<file path="src/rtl/fb_rd_sched_if.sv">
// Reader-side bus between the frame read scheduler and the AXI4-to-stream line reader.
interface fb_rd_sched_if #(
    parameter int unsigned ADDR_WIDTH         = 32,
    parameter int unsigned MAX_PKT_SIZE_WIDTH = 13
);
    logic                          rd_stb_o;
    logic [ADDR_WIDTH-1:0]         addr_o;
    logic [MAX_PKT_SIZE_WIDTH:0]   pkt_size_o;
    logic                          pkt_done_i;

    modport master (
        output rd_stb_o,
        output addr_o,
        output pkt_size_o,
        input  pkt_done_i
    );

    modport slave (
        input  rd_stb_o,
        input  addr_o,
        input  pkt_size_o,
        output pkt_done_i
    );
endinterface

</file>
<file path="src/rtl/fb_rd_sched.sv">
// Frame-level read scheduler: picks the newest completed write buffer on each frame request
// and walks the line reader through the frame one packet at a time.
module fb_rd_sched #(
    parameter int unsigned           ADDR_WIDTH         = 32,
    parameter int unsigned           BUF_NUM            = 3,
    parameter int unsigned           BUF_IDX_WIDTH      = 2,
    parameter logic [ADDR_WIDTH-1:0] FB_BASE_ADDR       = 32'h0000_0000,
    parameter logic [ADDR_WIDTH-1:0] FRAME_STRIDE_B     = 32'h0080_0000,
    parameter int unsigned           LINE_STRIDE_B      = 8192,
    parameter int unsigned           MAX_PKT_SIZE_WIDTH = 13,
    parameter int unsigned           LINES_WIDTH        = 12
) (
    input  logic                         clk_i,
    input  logic                         rst_i,
    input  logic                         frame_start_i,
    input  logic [MAX_PKT_SIZE_WIDTH:0]  line_size_i,
    input  logic [LINES_WIDTH-1:0]       lines_i,
    input  logic                         wr_done_i,
    input  logic [BUF_IDX_WIDTH-1:0]     wr_buf_i,
    fb_rd_sched_if.master                rd_if,
    output logic [BUF_IDX_WIDTH-1:0]     rd_buf_o,
    output logic                         busy_o,
    output logic                         frame_done_o,
    output logic                         frame_skip_o,
    output logic                         frame_drop_o
);

    typedef enum logic [1:0] {StIdle, StSelBuf, StIssue, StWaitPkt} state_e;

    state_e                      state_q, state_d;
    logic [BUF_IDX_WIDTH-1:0]    latest_idx_q;
    logic                        latest_vld_q;
    logic [ADDR_WIDTH-1:0]       addr_q, addr_d;
    logic [MAX_PKT_SIZE_WIDTH:0] size_q, size_d;
    logic [BUF_IDX_WIDTH-1:0]    buf_q, buf_d;
    logic [LINES_WIDTH-1:0]      lines_q, lines_d;
    logic [LINES_WIDTH-1:0]      cnt_q, cnt_d;
    logic                        stb_q, done_q, done_d, skip_q, skip_d, drop_q;

    // A writer completing in the selection cycle wins over the stored index.
    logic [BUF_IDX_WIDTH-1:0] sel_idx;
    logic                     sel_vld;
    logic [ADDR_WIDTH-1:0]    frame_base;

    assign sel_idx    = wr_done_i ? wr_buf_i : latest_idx_q;
    assign sel_vld    = latest_vld_q | wr_done_i;
    assign frame_base = FB_BASE_ADDR + ADDR_WIDTH'(sel_idx) * FRAME_STRIDE_B;

    always_comb begin
        state_d = state_q;
        addr_d  = addr_q;
        size_d  = size_q;
        buf_d   = buf_q;
        lines_d = lines_q;
        cnt_d   = cnt_q;
        done_d  = 1'b0;
        skip_d  = 1'b0;
        unique case (state_q)
            StIdle: begin
                if (frame_start_i) state_d = StSelBuf;
            end
            StSelBuf: begin
                if (!sel_vld || line_size_i == '0 || lines_i == '0) begin
                    skip_d  = 1'b1;
                    state_d = StIdle;
                end else begin
                    buf_d   = sel_idx;
                    size_d  = line_size_i;
                    lines_d = lines_i;
                    addr_d  = frame_base;
                    cnt_d   = '0;
                    state_d = StIssue;
                end
            end
            StIssue: state_d = StWaitPkt;
            StWaitPkt: begin
                if (rd_if.pkt_done_i) begin
                    if (cnt_q == lines_q - LINES_WIDTH'(1)) begin
                        done_d  = 1'b1;
                        state_d = StIdle;
                    end else begin
                        cnt_d   = cnt_q + LINES_WIDTH'(1);
                        addr_d  = addr_q + ADDR_WIDTH'(LINE_STRIDE_B);
                        state_d = StIssue;
                    end
                end
            end
            default: state_d = StIdle;
        endcase
    end

    always_ff @(posedge clk_i) begin
        if (rst_i) begin
            state_q      <= StIdle;
            latest_idx_q <= '0;
            latest_vld_q <= 1'b0;
            addr_q       <= '0;
            size_q       <= '0;
            buf_q        <= '0;
            lines_q      <= '0;
            cnt_q        <= '0;
            stb_q        <= 1'b0;
            done_q       <= 1'b0;
            skip_q       <= 1'b0;
            drop_q       <= 1'b0;
        end else begin
            state_q <= state_d;
            if (wr_done_i) begin
                latest_idx_q <= wr_buf_i;
                latest_vld_q <= 1'b1;
            end
            addr_q  <= addr_d;
            size_q  <= size_d;
            buf_q   <= buf_d;
            lines_q <= lines_d;
            cnt_q   <= cnt_d;
            stb_q   <= (state_d == StIssue);
            done_q  <= done_d;
            skip_q  <= skip_d;
            drop_q  <= frame_start_i && (state_q != StIdle);
        end
    end

    assign rd_if.rd_stb_o   = stb_q;
    assign rd_if.addr_o     = addr_q;
    assign rd_if.pkt_size_o = size_q;
    assign rd_buf_o         = buf_q;
    assign busy_o           = (state_q != StIdle);
    assign frame_done_o     = done_q;
    assign frame_skip_o     = skip_q;
    assign frame_drop_o     = drop_q;

    wr_buf_in_range: assert property (@(posedge clk_i) disable iff (rst_i)
        wr_done_i |-> (int'(wr_buf_i) < int'(BUF_NUM)));

endmodule

</file>
<file path="src/flat_wrapper.sv">
// flat-port wrapper written by rule: the top's interface ports become plain ports
module fb_rd_sched_flat 
#(
    parameter int unsigned           ADDR_WIDTH         = 32,
    parameter int unsigned           BUF_NUM            = 3,
    parameter int unsigned           BUF_IDX_WIDTH      = 2,
    parameter logic [ADDR_WIDTH-1:0] FB_BASE_ADDR       = 32'h0000_0000,
    parameter logic [ADDR_WIDTH-1:0] FRAME_STRIDE_B     = 32'h0080_0000,
    parameter int unsigned           LINE_STRIDE_B      = 8192,
    parameter int unsigned           MAX_PKT_SIZE_WIDTH = 13,
    parameter int unsigned           LINES_WIDTH        = 12
)
  (clk_i, rst_i, frame_start_i, line_size_i, lines_i, wr_done_i, wr_buf_i, rd_buf_o, busy_o, frame_done_o, frame_skip_o, frame_drop_o, rd_if_rd_stb_o, rd_if_addr_o, rd_if_pkt_size_o, rd_if_pkt_done_i);
  fb_rd_sched_if #(.ADDR_WIDTH(ADDR_WIDTH), .MAX_PKT_SIZE_WIDTH(MAX_PKT_SIZE_WIDTH)) rd_if_i ();
  input  logic clk_i;
  input  logic rst_i;
  input  logic frame_start_i;
  input  logic [MAX_PKT_SIZE_WIDTH:0] line_size_i;
  input  logic [LINES_WIDTH-1:0] lines_i;
  input  logic wr_done_i;
  input  logic [BUF_IDX_WIDTH-1:0] wr_buf_i;
  output logic [BUF_IDX_WIDTH-1:0] rd_buf_o;
  output logic busy_o;
  output logic frame_done_o;
  output logic frame_skip_o;
  output logic frame_drop_o;
  output wire logic [$bits(rd_if_i.rd_stb_o)-1:0] rd_if_rd_stb_o;
  output wire logic [$bits(rd_if_i.addr_o)-1:0] rd_if_addr_o;
  output wire logic [$bits(rd_if_i.pkt_size_o)-1:0] rd_if_pkt_size_o;
  input wire logic [$bits(rd_if_i.pkt_done_i)-1:0] rd_if_pkt_done_i;
  assign rd_if_rd_stb_o = rd_if_i.rd_stb_o;
  assign rd_if_addr_o = rd_if_i.addr_o;
  assign rd_if_pkt_size_o = rd_if_i.pkt_size_o;
  assign rd_if_i.pkt_done_i = rd_if_pkt_done_i;
  fb_rd_sched #(.ADDR_WIDTH(ADDR_WIDTH), .BUF_NUM(BUF_NUM), .BUF_IDX_WIDTH(BUF_IDX_WIDTH), .FB_BASE_ADDR(FB_BASE_ADDR), .FRAME_STRIDE_B(FRAME_STRIDE_B), .LINE_STRIDE_B(LINE_STRIDE_B), .MAX_PKT_SIZE_WIDTH(MAX_PKT_SIZE_WIDTH), .LINES_WIDTH(LINES_WIDTH)) u_core (.clk_i(clk_i), .rst_i(rst_i), .frame_start_i(frame_start_i), .line_size_i(line_size_i), .lines_i(lines_i), .wr_done_i(wr_done_i), .wr_buf_i(wr_buf_i), .rd_if(rd_if_i), .rd_buf_o(rd_buf_o), .busy_o(busy_o), .frame_done_o(frame_done_o), .frame_skip_o(frame_skip_o), .frame_drop_o(frame_drop_o));
endmodule
</file>
<file path="config.mk">
export PLATFORM = sky130hd
export DESIGN_NAME = fb_rd_sched_flat
export DESIGN_NICKNAME = d
export VERILOG_FILES = /design/src/rtl/fb_rd_sched_if.sv /design/src/rtl/fb_rd_sched.sv /design/src/flat_wrapper.sv
export SDC_FILE = /design/constraint.sdc
export NUM_CORES = 1
export LEC_CHECK = 0
export ABC_AREA = 1
export BUFFER_PORTS_ARGS = -buffer_cell sky130_fd_sc_hd__buf_2
export CORE_MARGIN = 1
export CORE_UTILIZATION = 41
export CTS_CLUSTER_SIZE = 8
export DETAILED_ROUTE_END_ITERATION = 10
export GPL_TIMING_DRIVEN = 0
export SLEW_MARGIN = 20
export SYNTH_ARGS = -nofsm -noshare
export SYNTH_HDL_FRONTEND = slang
export SYNTH_SLANG_ARGS = --single-unit
</file>
<file path="constraint.sdc">
create_clock -name clk_i -period 2.3 [get_ports clk_i]
set_input_delay 0.46 -clock clk_i [delete_from_list [all_inputs] [get_ports clk_i]]
set_output_delay 0.46 -clock clk_i [all_outputs]
set_load 0.1 [all_outputs]
</file>
# [Word level (Yosys, flattened, before mapping)]
# Index checks and enable logic that the tools add are counted.
[word_totals] register_bits=81 inputBits=33 out_inout_bits=53 word_cells=57
[classes] n_addsub=3 n_eq_ne=8 muxes=16 n_bitwise=5 n_reduce_logical=13
[ops] operator="$mux W32" n=3
[ops] operator="$pmux W32 S2" n=1
[ops] operator="$mux W12" n=3
[ops] operator="$add A32 B14 Y32 const B" n=1
[ops] operator="$pmux W12 S2" n=1
[ops] operator="$logic_not A14 Y1" n=1
[ops] operator="$add A12 B1 Y12 const B" n=1
[ops] operator="$eq A12 B12 Y1" n=1
[ops] operator="$logic_not A12 Y1" n=1
[ops] operator="$sub A12 B1 Y12 const B" n=1
[ops] operator="$mux W2" n=5
[ops] operator="$pmux W2 S4" n=1
[ops] operator="$eq A2 B2 Y1 const B" n=3
[ops] operator="$ne A2 B2 Y1 const B" n=3
[ops] operator="$not A1 Y1" n=4
[ops] operator="$reduce_and A4 Y1" n=1
[ops] operator="$reduce_bool A2 Y1" n=2
[ops] operator="$reduce_or A3 Y1" n=1
[ops] operator="$eq A2 B1 Y1 const B" n=1
[ops] operator="$logic_not A2 Y1" n=1
[ops] operator="$logic_or A1 B1 Y1" n=2
[ops] operator="$mux W1" n=2
[ops] operator="$reduce_and A2 Y1" n=1
[ops] operator="$reduce_or A2 Y1" n=1
[ops] operator="other kinds (3)" n=3

# [Longest topological paths before layout]
# Gate-level depths: netlist of run 1.
[depth] ltp_word=7 ltp_mapped=17

# [Least setup slack after synthesis of run 1]
# Ideal clock, no wire load.
[synth_path] kind="reg-to-reg" from="register u_core.addr_q[13], in the netlist u_core.rd_if.addr_o[13]" to="register u_core.addr_q[23], in the netlist u_core.rd_if.addr_o[23]" setup_time_ns=0.116 t_arrival_ns=2.329 t_required_ns=2.184 setup_slack_ns=-0.145 path_stages_with_launch=12 n_path_buf=0 period_less_slack_ns=2.445 cell_sequence="dfxtp_1 ha_1 nand2_1 nor2_1 nand2_1 inv_1 nand2_1 xnor2_1 a21oi_1 nand3_1 nand2_1 nor2_1"
[synth_between] elab_chain_cells=4
[synth_rtl] item="from (decl)" line="fb_rd_sched.sv:33" text="logic [ADDR_WIDTH-1:0] addr_q, addr_d;"
[synth_rtl] item="from (signal assigned)" line="fb_rd_sched.sv:112" text="addr_q <= addr_d;"
[synth_rtl] item="$add A32 B14 Y32" line="fb_rd_sched.sv:83" text="addr_d = addr_q + ADDR_WIDTH'(LINE_STRIDE_B);"
[synth_rtl] item="$mux W32" line="fb_rd_sched.sv:78" text="if (cnt_q == lines_q - LINES_WIDTH'(1)) begin"
[synth_rtl] item="$mux W32" line="fb_rd_sched.sv:77" text="if (rd_if.pkt_done_i) begin"
[synth_rtl] item="$pmux W32 S2" line="fb_rd_sched.sv:58" text="unique case (state_q)"
# Every way passes these cells. The select of a mux whose other input is x is not followed.
# A chain may end at the register's enable or synchronous reset.

# [Worst setup path after layout of run 1]
[layout_path] from="register u_core.lines_q[1]" to="register u_core.addr_q[18], in the netlist u_core.rd_if.addr_o[18]"
[layout_between] elab_chain_cells=4
[layout_rtl] item="from (decl)" line="fb_rd_sched.sv:36" text="logic [LINES_WIDTH-1:0] lines_q, lines_d;"
[layout_rtl] item="from (signal assigned)" line="fb_rd_sched.sv:115" text="lines_q <= lines_d;"
[layout_rtl] item="$sub A12 B1 Y12" line="fb_rd_sched.sv:78"
[layout_rtl] item="$eq A12 B12 Y1" line="fb_rd_sched.sv:78"
[layout_rtl] item="$ne A2 B2 Y1 (no line)"
[layout_rtl] item="$reduce_and A4 Y1 (no line)"
# Every way passes these cells.

==> results.sh, run 1 <==
export IMPL_antenna_cells=0
export IMPL_leakage_nw=2.058
export IMPL_fill_cells=980
export IMPL_wl_mm=10.23
export IMPL_std_cell_rows=35
export IMPL_synth_top_flop_cell="dfxtp_1"
export IMPL_utilization_pct=51.32
export IMPL_rsz0062_at_grt="false"
export IMPL_min_period_ns=2.052
export IMPL_dp_hpwl_mm=7.837
export IMPL_dieArea_sq_um=9887
export IMPL_path_class="reg2reg"
export IMPL_p_sw_share_pct=34.74
export IMPL_drt_initial_drc_count=151
export IMPL_tightestPinTransition_ns=0.6748
export IMPL_cp_start_kind="flip-flop"
export IMPL_vdd_ir_drop_max_v=0.0004410
export IMPL_power_switching_mw=1.144
export IMPL_ant_nets=0
export IMPL_nNetsFinal=708
export IMPL_hold_viol_final=0
export IMPL_synth_top_family_by_area="simple AND/OR/NAND/NOR gates"
export IMPL_grtUsageTotal_pct=22.03
export IMPL_min_path_type="in2reg"
export IMPL_period_share_pct=89.20
export IMPL_tns_ns=0
export IMPL_io_pins=86
export IMPL_grt_max_degree=13
export IMPL_clock_path_buffers=2
export IMPL_drive_above_1_share_pct=22.16
export IMPL_required_ns=2.51
export IMPL_drcViolationCount=0
export IMPL_fmax_mhz=487.4
export IMPL_io_buffer_count=71
export IMPL_chipWidth_um=99.44
export IMPL_placed_area_sq_um=4434
export IMPL_synth_compound_area_share_pct=9.772
export IMPL_p_seq_share_pct=38.6
export IMPL_p_clk_share_pct=36.9
export IMPL_crit_path_end_kind="flip-flop"
export IMPL_drv_cap=0
export IMPL_synth_distinct_cells=34
export IMPL_core_area_sq_um=9196
export IMPL_cp_max_fo=10
export IMPL_muxShareOfSynthArea_pct=0.5143
export IMPL_finalClockSkew_ns=0.01326
export IMPL_p_total_mw=3.292
export IMPL_wl_per_cell_um=12.99
export IMPL_synth_seq_cells=68
export IMPL_antenna_found_initial=0
export IMPL_synth_simple_area_share_pct=36.80
export IMPL_finish_instance_area_sq_um=4720
export IMPL_synth_edf_count=0
export IMPL_internal_power_mw=2.148
export IMPL_cts_made_buffers=9
export IMPL_netlist_instances=577
export IMPL_comb_power_share_pct=24.6
export IMPL_grt_pass1_wl_mm=17.29
export IMPL_die_height_um=99.44
export IMPL_ys_seq_area_share_pct=34.97
export IMPL_cts_hold_buffers=0
export IMPL_start_util_pct=42.33
export IMPL_setup_violations=0
export IMPL_slew_viol_final=0
export IMPL_numClockSinks=68
export IMPL_h_tree_depth=3
export IMPL_async_flop_share_pct=0
export IMPL_mostFrequentLayoutCell="nor2_1"
export IMPL_final_cell_mix="nor2_1 (115), nand2_1 (109), buf_2 (75)"
export IMPL_hold_ws_ns=0.3444
export IMPL_syn_area_per_cell_sq_um=6.746
export IMPL_synth_warnings=0
export IMPL_vias_per_cell=4.942
export IMPL_cts_tree="done"
export IMPL_netlist_area_sq_um=3892
export IMPL_clock_latency_ns=0.35
export IMPL_clk_pin_slew_ns=0.08
export IMPL_max_slew_margin_pct=55.01
export IMPL_grt_pass1_vias=3606
export IMPL_status="complete, no violations"
export IMPL_vias=3894
export IMPL_synth_xor_area_share_pct=6.879
export IMPL_crit_arrival_ns=2.26
export IMPL_place_gp_congestion=0.9142
export IMPL_firstDrtPassIters=5
export IMPL_synth_adder_area_share_pct=0.9643
export IMPL_powerDensity_nw_per_um2=697.4
export IMPL_cts_root_buf="clkbuf_8"
export IMPL_area_growth_pct=21.25
export IMPL_grt_ovfl_total=0
==> logic make-up (layout without fill, tap and decap cells) <==
logic type | after synthesis | in the layout
simple gates | 323 | 323
buf+inv | 82 | 170
compound gates | 69 | 69
flops | 68 | 68
xor+xnor | 29 | 29
fa+ha+maj | 3 | 3
mux | 2 | 2
other cells | 1 | 13
==> layout make-up <==
cell class / instances / area, sq um / area share, %
buffer: 36 / 219.0 / 4.639
clock buffer: 10 / 127.6 / 2.704
clock inverter: 6 / 112.6 / 2.386
inverter: 46 / 175.2 / 3.712
multi-input combinational: 439 / 2217 / 46.98
sequential: 68 / 1366 / 28.95
tap: 111 / 138.9 / 2.943
timing repair buffer: 72 / 362.8 / 7.688
==> stage by stage <==
step           instances  worst slack, ns
3_5_place_dp         771          0.08977
2_1_floorplan        589          0.07474
5_1_grt              788         0.008027
4_1_cts              787          0.03519
6_report             788           0.2484
3_3_place_gp         771           0.1050
==> cells in the mapped netlist (2+ instances only) <==
| master | count | share of area, % |
|---|---|---|
| nand3_2 | 2 | 0.51 |
| nand3_1 | 45 | 5.8 |
| nor2_2 | 3 | 0.48 |
| nand2_1 | 109 | 11 |
| buf_4 | 13 | 2.5 |
| buf_2 | 5 | 0.64 |
| nor2_4 | 3 | 0.87 |
| inv_2 | 4 | 0.39 |
| xor2_1 | 20 | 4.5 |
| a211oi_1 | 2 | 0.39 |
| nor3_1 | 7 | 0.90 |
| mux2i_1 | 2 | 0.51 |
| clkbuf_1 | 14 | 1.4 |
| xnor2_1 | 8 | 1.8 |
| a21oi_1 | 29 | 3.7 |
| nor4_1 | 3 | 0.48 |
| a21oi_2 | 8 | 1.8 |
| nand2_2 | 13 | 2.1 |
| buf_6 | 2 | 0.58 |
| ha_1 | 3 | 0.96 |
| inv_1 | 42 | 4.1 |
| dfxtp_1 | 68 | 35 |
| o21ai_0 | 29 | 3.7 |
| nand4_1 | 19 | 3.1 |
| nor2_1 | 115 | 11 |
==> critical path, stage by stage (launching register included) <==
cell and delay [ns]:
dfxtp_2 0.32, inv_1 0.11, ha_4 0.22, inv_1 0.05
nand2_1 0.04, nand2_1 0.06, nand2_1 0.05, nor2_1 0.09
nand2_1 0.07, nor2_2 0.17, nand3_2 0.10, nor2_4 0.14
nand3_4 0.10, buf_2 0.21, nand3_1 0.11, a21oi_2 0.06
==> final timing paths <==
check                                                 startpoint                                    to  slack (ns)  cells past startpoint
worst min register to register  u_core.latest_vld_q$_SDFFE_PP0P_      u_core.latest_vld_q$_SDFFE_PP0P_        0.47                      2
worst min-delay path                               frame_start_i        u_core.frame_drop_o$_SDFF_PP0_        0.34                      3
worst max-delay path              u_core.lines_q[1]$_SDFFE_PP0P_  u_core.rd_if.addr_o[18]$_SDFFE_PP0P_        0.25                     15
worst max register to register    u_core.lines_q[1]$_SDFFE_PP0P_  u_core.rd_if.addr_o[18]$_SDFFE_PP0P_        0.25                     15
==> power by group through the flow <==
| stage | clock (mW) | combinational [mW] | sequential, mW |
|---|---|---|---|
| after floorplan | 0 | 0.451 | 1.49 |
| after global routing | 1.28 | 0.883 | 1.28 |
| after global placement | 0 | 0.786 | 1.29 |
| after detailed placement | 0 | 0.795 | 1.30 |
| final | 1.21 | 0.809 | 1.27 |
| after CTS | 1.23 | 0.797 | 1.27 |
==> routing by layer <==
layer	track usage, %	vias to the layer above	part of all wire, %
met5	0	-	0
met4	6.448	0	1.4
met1	29.47	1804	48
met3	3.935	12	2.7
met2	36.32	57	48
li1	-	2021	-
==> sequential cells by signal, indices dropped and copies added (netlist names) <==
signal,count
u_core.cnt_q,12
u_core.frame_done_o,1
u_core.frame_drop_o,1
u_core.frame_skip_o,1
u_core.latest_idx_q,2
u_core.latest_vld_q,1
u_core.lines_q,12
u_core.rd_buf_o,2
u_core.rd_if.addr_o,19
u_core.rd_if.pkt_size_o,14
u_core.rd_if.rd_stb_o,1
u_core.state_q,2
==> repair_timing <==
action                                  CTS  global route
endpoints found under the setup margin    0            33
setup buffers                             0             1
gates resized for setup                   0            10
No activity file was read; power rests on OpenSTA's default activity.
==> run 2, diff against run 1 <==
--- a/config.mk
+++ b/config.mk
@@ -12,6 +12,7 @@
 export CTS_CLUSTER_SIZE = 8
 export DETAILED_ROUTE_END_ITERATION = 10
 export GPL_TIMING_DRIVEN = 0
+export PLACE_DENSITY = 0.63
 export SLEW_MARGIN = 20
 export SYNTH_ARGS = -nofsm -noshare
 export SYNTH_HDL_FRONTEND = slang
==> run 2 against run 1 <==
Effect of this change:
- cell area is 1.8% lower
- first-iteration DRC count is 2.0% lower
- critical path depth stayed put
- clock power is 28% lower
- via count is 0.21% lower
==> results.sh, run 2 (synthesized netlist as in run 1, its figures left out) <==
export IMPL_path_cells="inv_2 > ha_4 > inv_1 > nand2_1 > nand2_1 > nand2_1 > nor2_1 > nand2_1 > nor2_2 > nand3_2 > nor2_4 > nand3_4 > buf_2 > nand3_1 > a21oi_2"
export IMPL_hold_viol_final=0
export IMPL_drive_above_1_share_pct=22.07
export IMPL_path_class="reg2reg"
export IMPL_max_stage_delay_ns=0.33
export IMPL_place_inst=771
export IMPL_crit_arrival_ns=2.30
export IMPL_max_slew_margin_pct=56.84
export IMPL_min_period_ns=2.090
export IMPL_start_util_pct=42.33
export IMPL_wl_mm=10.04
export IMPL_clk_pin_slew_ns=0.08
export IMPL_required_ns=2.51
export IMPL_min_path_type="in2reg"
export IMPL_clock_path_buffers=2
export IMPL_period_share_pct=90.87
export IMPL_grt_pass1_vias=3574
export IMPL_leakage_nw=2.009
export IMPL_cts_tree="done"
export IMPL_cp_start_kind="flip-flop"
export IMPL_area_growth_pct=19.06
export IMPL_r2r_start="u_core.lines_q[0]$_SDFFE_PP0P_"
export IMPL_finish_instance_area_sq_um=4634
export IMPL_clock_latency_ns=0.35
export IMPL_hp_start="frame_start_i"
export IMPL_io_pins=86
export IMPL_setup_violations=0
export IMPL_slowest_stage="dfxtp_2"
export IMPL_place_gp_congestion=0.8696
export IMPL_cpMostUsedCell="nand2_1"
export IMPL_vias_per_cell=4.944
export IMPL_finalClockSkew_ns=0.005265
export IMPL_tightestPinTransition_ns=0.6474
export IMPL_slew_viol_final=0
export IMPL_final_cell_mix="nor2_1 (115), nand2_1 (109), buf_2 (75)"
export IMPL_vdd_ir_drop_max_v=0.0002820
export IMPL_drcViolationCount=0
export IMPL_h_tree_depth=3
export IMPL_crit_path_end_kind="flip-flop"
export IMPL_grt_max_degree=13
export IMPL_antenna_found_initial=0
export IMPL_vias=3886
export IMPL_grt_pass1_wl_mm=16.90
export IMPL_largest_reg_flops=19
export IMPL_mostFrequentLayoutCell="nor2_1"
export IMPL_cts_hold_buffers=0
export IMPL_firstDrtPassIters=5
export IMPL_grt_ovfl_total=0
export IMPL_placed_area_sq_um=4434
export IMPL_numClockSinks=68
export IMPL_nNetsFinal=707
export IMPL_fmax_mhz=478.5
export IMPL_antenna_cells=0
export IMPL_dp_hpwl_mm=7.609
export IMPL_wl_per_cell_um=12.77
export IMPL_io_buffer_count=71
export IMPL_ant_nets=0
export IMPL_grtUsageTotal_pct=21.51
export IMPL_drv_cap=0
export IMPL_cts_made_buffers=9
export IMPL_cts_root_buf="clkbuf_8"
export IMPL_cp_max_fo=10
export IMPL_drt_initial_drc_count=148
export IMPL_fin_cells=786
export IMPL_die_height_um=99.44
export IMPL_dieArea_sq_um=9887
export IMPL_std_cell_rows=35
export IMPL_core_area_sq_um=9196
export IMPL_status="complete, no violations"
export IMPL_powerDensity_nw_per_um2=635.6
export IMPL_cp_startpoint="u_core.lines_q[0]$_SDFFE_PP0P_"
export IMPL_postCtsSetupBuffers=0
export IMPL_chipWidth_um=99.44
export IMPL_tns_ns=0
==> run 2: layer usage <==
metal / vias up / wire, um / share of wire, % / track usage (%)
met1: 1755 / 4855 / 48 / 28.47
met2: 85 / 4570 / 46 / 35.15
li1: 2026 / - / - / -
met4: 0 / 197 / 2.0 / 7.579
met3: 20 / 411 / 4.1 / 3.935
met5: - / 0 / 0 / 0
==> run 2: layout make-up <==
class                   instances  area [sq um]
fillers                       924          4562
clock buffers                   9         123.9
plain buffers                  36         219.0
clock inverters                 6         41.29
flip-flops and latches         68          1366
inverters                      46         172.7
repair buffers                 71         355.3
multi-input cells             439          2217
well taps                     111         138.9
==> run 2: where the power goes <==
part           switching (mW)  internal (mW)  total (mW)
logic                   0.608          0.194       0.802
clock network           0.489          0.384       0.874
registers              0.0404           1.23        1.27
==> run 2: timing repair <==
item,CTS,global route
endpoints found under the hold margin,0,0
gates resized for setup,0,9
endpoints found under the setup margin,0,33
==> run 2: critical path: cells and delay by family, from the launching register on <==
kind	cells	cell delay [ns]
buf+inv	3	0.38
flops	1	0.33
fa+ha+maj	1	0.22
simple gates	10	0.95
compound gates	1	0.06
==> run 2: worst paths after layout <==
check,end,cells after the start,slack [ns]
worst max-delay path,u_core.rd_if.addr_o[18]$_SDFFE_PP0P_,15,0.21
worst min-delay path,u_core.frame_drop_o$_SDFF_PP0_,3,0.35
worst min register to register,u_core.latest_vld_q$_SDFFE_PP0P_,2,0.46
worst max register to register,u_core.rd_if.addr_o[18]$_SDFFE_PP0P_,15,0.21
==> run 2: per-stage QoR <==
| step | utilization, % | hold slack (ns) | setup WS, ns | power (mW) |
|---|---|---|---|---|
| after floorplan | - | 0.4249 | 0.07474 | 1.940 |
| after global placement | 48.22 | 0.4423 | 0.09838 | 2.076 |
| after detailed placement | 48.22 | 0.4459 | 0.06849 | 2.087 |
| after CTS | 50.01 | 0.3402 | 0.05254 | 2.957 |
| after global routing | 50.39 | 0.3477 | -0.001457 | 3.099 |
| final | 50.39 | 0.3490 | 0.2100 | 2.945 |
==> run 3, diff against run 2 <==
--- a/config.mk
+++ b/config.mk
@@ -11,9 +11,9 @@
 export CORE_UTILIZATION = 41
 export CTS_CLUSTER_SIZE = 8
 export DETAILED_ROUTE_END_ITERATION = 10
-export GPL_TIMING_DRIVEN = 0
 export PLACE_DENSITY = 0.63
 export SLEW_MARGIN = 20
 export SYNTH_ARGS = -nofsm -noshare
 export SYNTH_HDL_FRONTEND = slang
 export SYNTH_SLANG_ARGS = --single-unit
+export TNS_END_PERCENT = 50
==> constraint.sdc (replaced) <==
create_clock -name clk_i -period 2.3 [get_ports clk_i]
set_input_delay 0 -clock clk_i [delete_from_list [all_inputs] [get_ports clk_i]]
set_output_delay 0 -clock clk_i [all_outputs]
set_load 0.1 [all_outputs]
==> run 3 against run 2 <==
Effect of this change:
- first-iteration DRC count rose by 24%
- count of clock-buffer cells in the layout stayed put
- via count rose by 2.8%
- utilization increased by 2.8 points
- clock power is 28% higher
- die area is the same
- clock skew is 0.011 ns higher
- critical path type unchanged
- largest cell class unchanged
==> results.sh, run 3 (synthesized netlist as in run 1, its figures left out) <==
export IMPL_status="complete, no violations"
export IMPL_ant_nets=0
export IMPL_rsz0062_at_grt="true"
export IMPL_slowest_stage="dfxtp_2"
export IMPL_top_usage_layer="met2"
export IMPL_min_period_ns=2.063
export IMPL_chipWidth_um=99.44
export IMPL_crit_buf_inv=2
export IMPL_clk_pin_slew_ns=0.08
export IMPL_clock_latency_ns=0.36
export IMPL_drt_initial_drc_count=183
export IMPL_critPathTopFamily="simple AND/OR/NAND/NOR gates"
export IMPL_crit_path_end_kind="flip-flop"
export IMPL_grtUsageTotal_pct=21.83
export IMPL_wl_per_cell_um=12.94
export IMPL_nNetsFinal=716
export IMPL_hold_viol_final=0
export IMPL_cts_root_buf="clkbuf_8"
export IMPL_powerDensity_nw_per_um2=656.6
export IMPL_cpMostUsedCell="nand2_1"
export IMPL_cts_made_buffers=9
export IMPL_vias=3993
export IMPL_numClockSinks=68
export IMPL_drv_cap=0
export IMPL_antenna_found_initial=0
export IMPL_min_path_type="in2reg"
export IMPL_grt_use_met2_pct=37.93
export IMPL_dp_hpwl_mm=7.098
export IMPL_cp_max_fo=16
export IMPL_path_class="reg2reg"
export IMPL_placed_area_sq_um=4320
export IMPL_start_util_pct=42.33
export IMPL_whs_path_depth=3
export IMPL_tightestPinTransition_ns=0.8648
export IMPL_grt_ovfl_total=0
export IMPL_grt_use_met3_pct=4.427
export IMPL_final_critical_path_setup_slack_ns=0.2374
export IMPL_leakage_nw=2.113
export IMPL_cp_start_kind="flip-flop"
export IMPL_cts_tree="done"
export IMPL_slew_viol_final=0
export IMPL_vias_per_cell=5.016
export IMPL_use_met1_pct=26.92
export IMPL_max_stage_delay_ns=0.34
export IMPL_vdd_ir_drop_max_v=0.0003715
export IMPL_area_growth_pct=25.72
export IMPL_place_gp_congestion=0.8656
export IMPL_antenna_cells=0
export IMPL_final_cell_mix="nor2_1 (114), nand2_1 (109), buf_2 (72)"
export IMPL_drive_above_1_share_pct=20.58
export IMPL_core_area_sq_um=9196
export IMPL_wl_mm=10.30
export IMPL_finish_instance_area_sq_um=4893
export IMPL_clock_path_buffers=2
export IMPL_cp_depth=11
export IMPL_grt_max_degree=37
export IMPL_register_area_sq_um=1365
export IMPL_firstDrtPassIters=5
export IMPL_regToRegSetupSlack_ns=0.24
export IMPL_setup_violations=0
export IMPL_h_tree_depth=3
export IMPL_pre_cts_ws_ns=0.1372
export IMPL_fill_cells=931
export IMPL_dieArea_sq_um=9887
export IMPL_required_ns=2.58
export IMPL_path_cells="inv_1 > ha_1 > nand2_1 > nor2_1 > xnor3_1 > nor2_2 > nand3_4 > nand2_4 > buf_12 > nand2_1 > a21oi_1"
export IMPL_rr_worst_depth=11
export IMPL_max_slew_margin_pct=42.28
export IMPL_tns_ns=0
export IMPL_largest_reg_flops=19
export IMPL_utilization_pct=53.21
export IMPL_period_share_pct=89.68
export IMPL_die_height_um=99.44
export IMPL_io_pins=86
export IMPL_mostFrequentLayoutCell="nor2_1"
export IMPL_std_cell_rows=35
export IMPL_finalClockSkew_ns=0.01584
export IMPL_crit_arrival_ns=2.34
export IMPL_fmax_mhz=484.8
export IMPL_drcViolationCount=0
export IMPL_multi_input_area_sq_um=2206
export IMPL_io_buffer_count=72
export IMPL_grt_pass1_vias=3821
export IMPL_grt_pass1_wl_mm=17.37
-- run 3: what timing repair did --
action                                  in CTS  in global routing
hold buffers                                31                  0
setup buffers                                0                  2
resized for setup                            0                  6
hold endpoints to repair                    33                  0
endpoints found under the setup margin       0                 29
-- run 3: worst reg2reg max path: stages, from the launching register on --
cell     delay (ns)
dfxtp_2        0.34
inv_1          0.07
ha_1           0.18
nand2_1        0.14
nor2_1         0.16
xnor3_1        0.27
nor2_2         0.24
nand3_4        0.12
nand2_4        0.13
buf_12         0.16
nand2_1        0.06
a21oi_1        0.12
-- run 3: layout make-up --
| type | instances | share of cell area [%] |
|---|---|---|
| clock buffer | 9 | 2.531 |
| clock inverter | 7 | 2.020 |
| inverter | 46 | 3.529 |
| multi-input combinational | 439 | 45.08 |
| sequential | 68 | 27.90 |
| tap | 111 | 2.838 |
| timing repair buffer | 116 | 16.11 |
-- run 3: final timing paths --
| kind | start | end |
|---|---|---|
| max | u_core.lines_q[1]$_SDFFE_PP0P_ | u_core.cnt_q[5]$_SDFFE_PP0P_ |
| max reg2reg | u_core.lines_q[1]$_SDFFE_PP0P_ | u_core.cnt_q[5]$_SDFFE_PP0P_ |
| min | rst_i | u_core.latest_idx_q[0]$_SDFF_PP0_ |
| min reg2reg | u_core.rd_if.pkt_size_o[4]$_SDFFE_PP0P_ | u_core.rd_if.pkt_size_o[4]$_SDFFE_PP0P_ |
-- run 3: power by group --
| group | internal (mW) | total (mW) | switching (mW) |
|---|---|---|---|
| combinational | 0.215 | 0.828 | 0.613 |
| sequential | 1.23 | 1.27 | 0.0399 |
| clock | 0.618 | 1.12 | 0.499 |
-- run 3: routing by layer --
| layer | wire [um] | up-vias | part of all wire (%) |
|---|---|---|---|
| met2 | 5247 | 82 | 51 |
| met1 | 4503 | 1860 | 44 |
| li1 | - | 2039 | - |
| met4 | 142 | 0 | 1.4 |
| met5 | 0 | - | 0 |
| met3 | 406 | 12 | 3.9 |
-- run 3: metrics by stage --
stage	hold slack (ns)	total power, mW	instances
2_1_floorplan	0.1227	1.940	589
3_3_place_gp	0.2457	2.055	747
3_5_place_dp	0.2558	2.067	747
4_1_cts	0.1850	3.223	794
5_1_grt	0.2155	3.363	796
6_report	0.1891	3.213	796
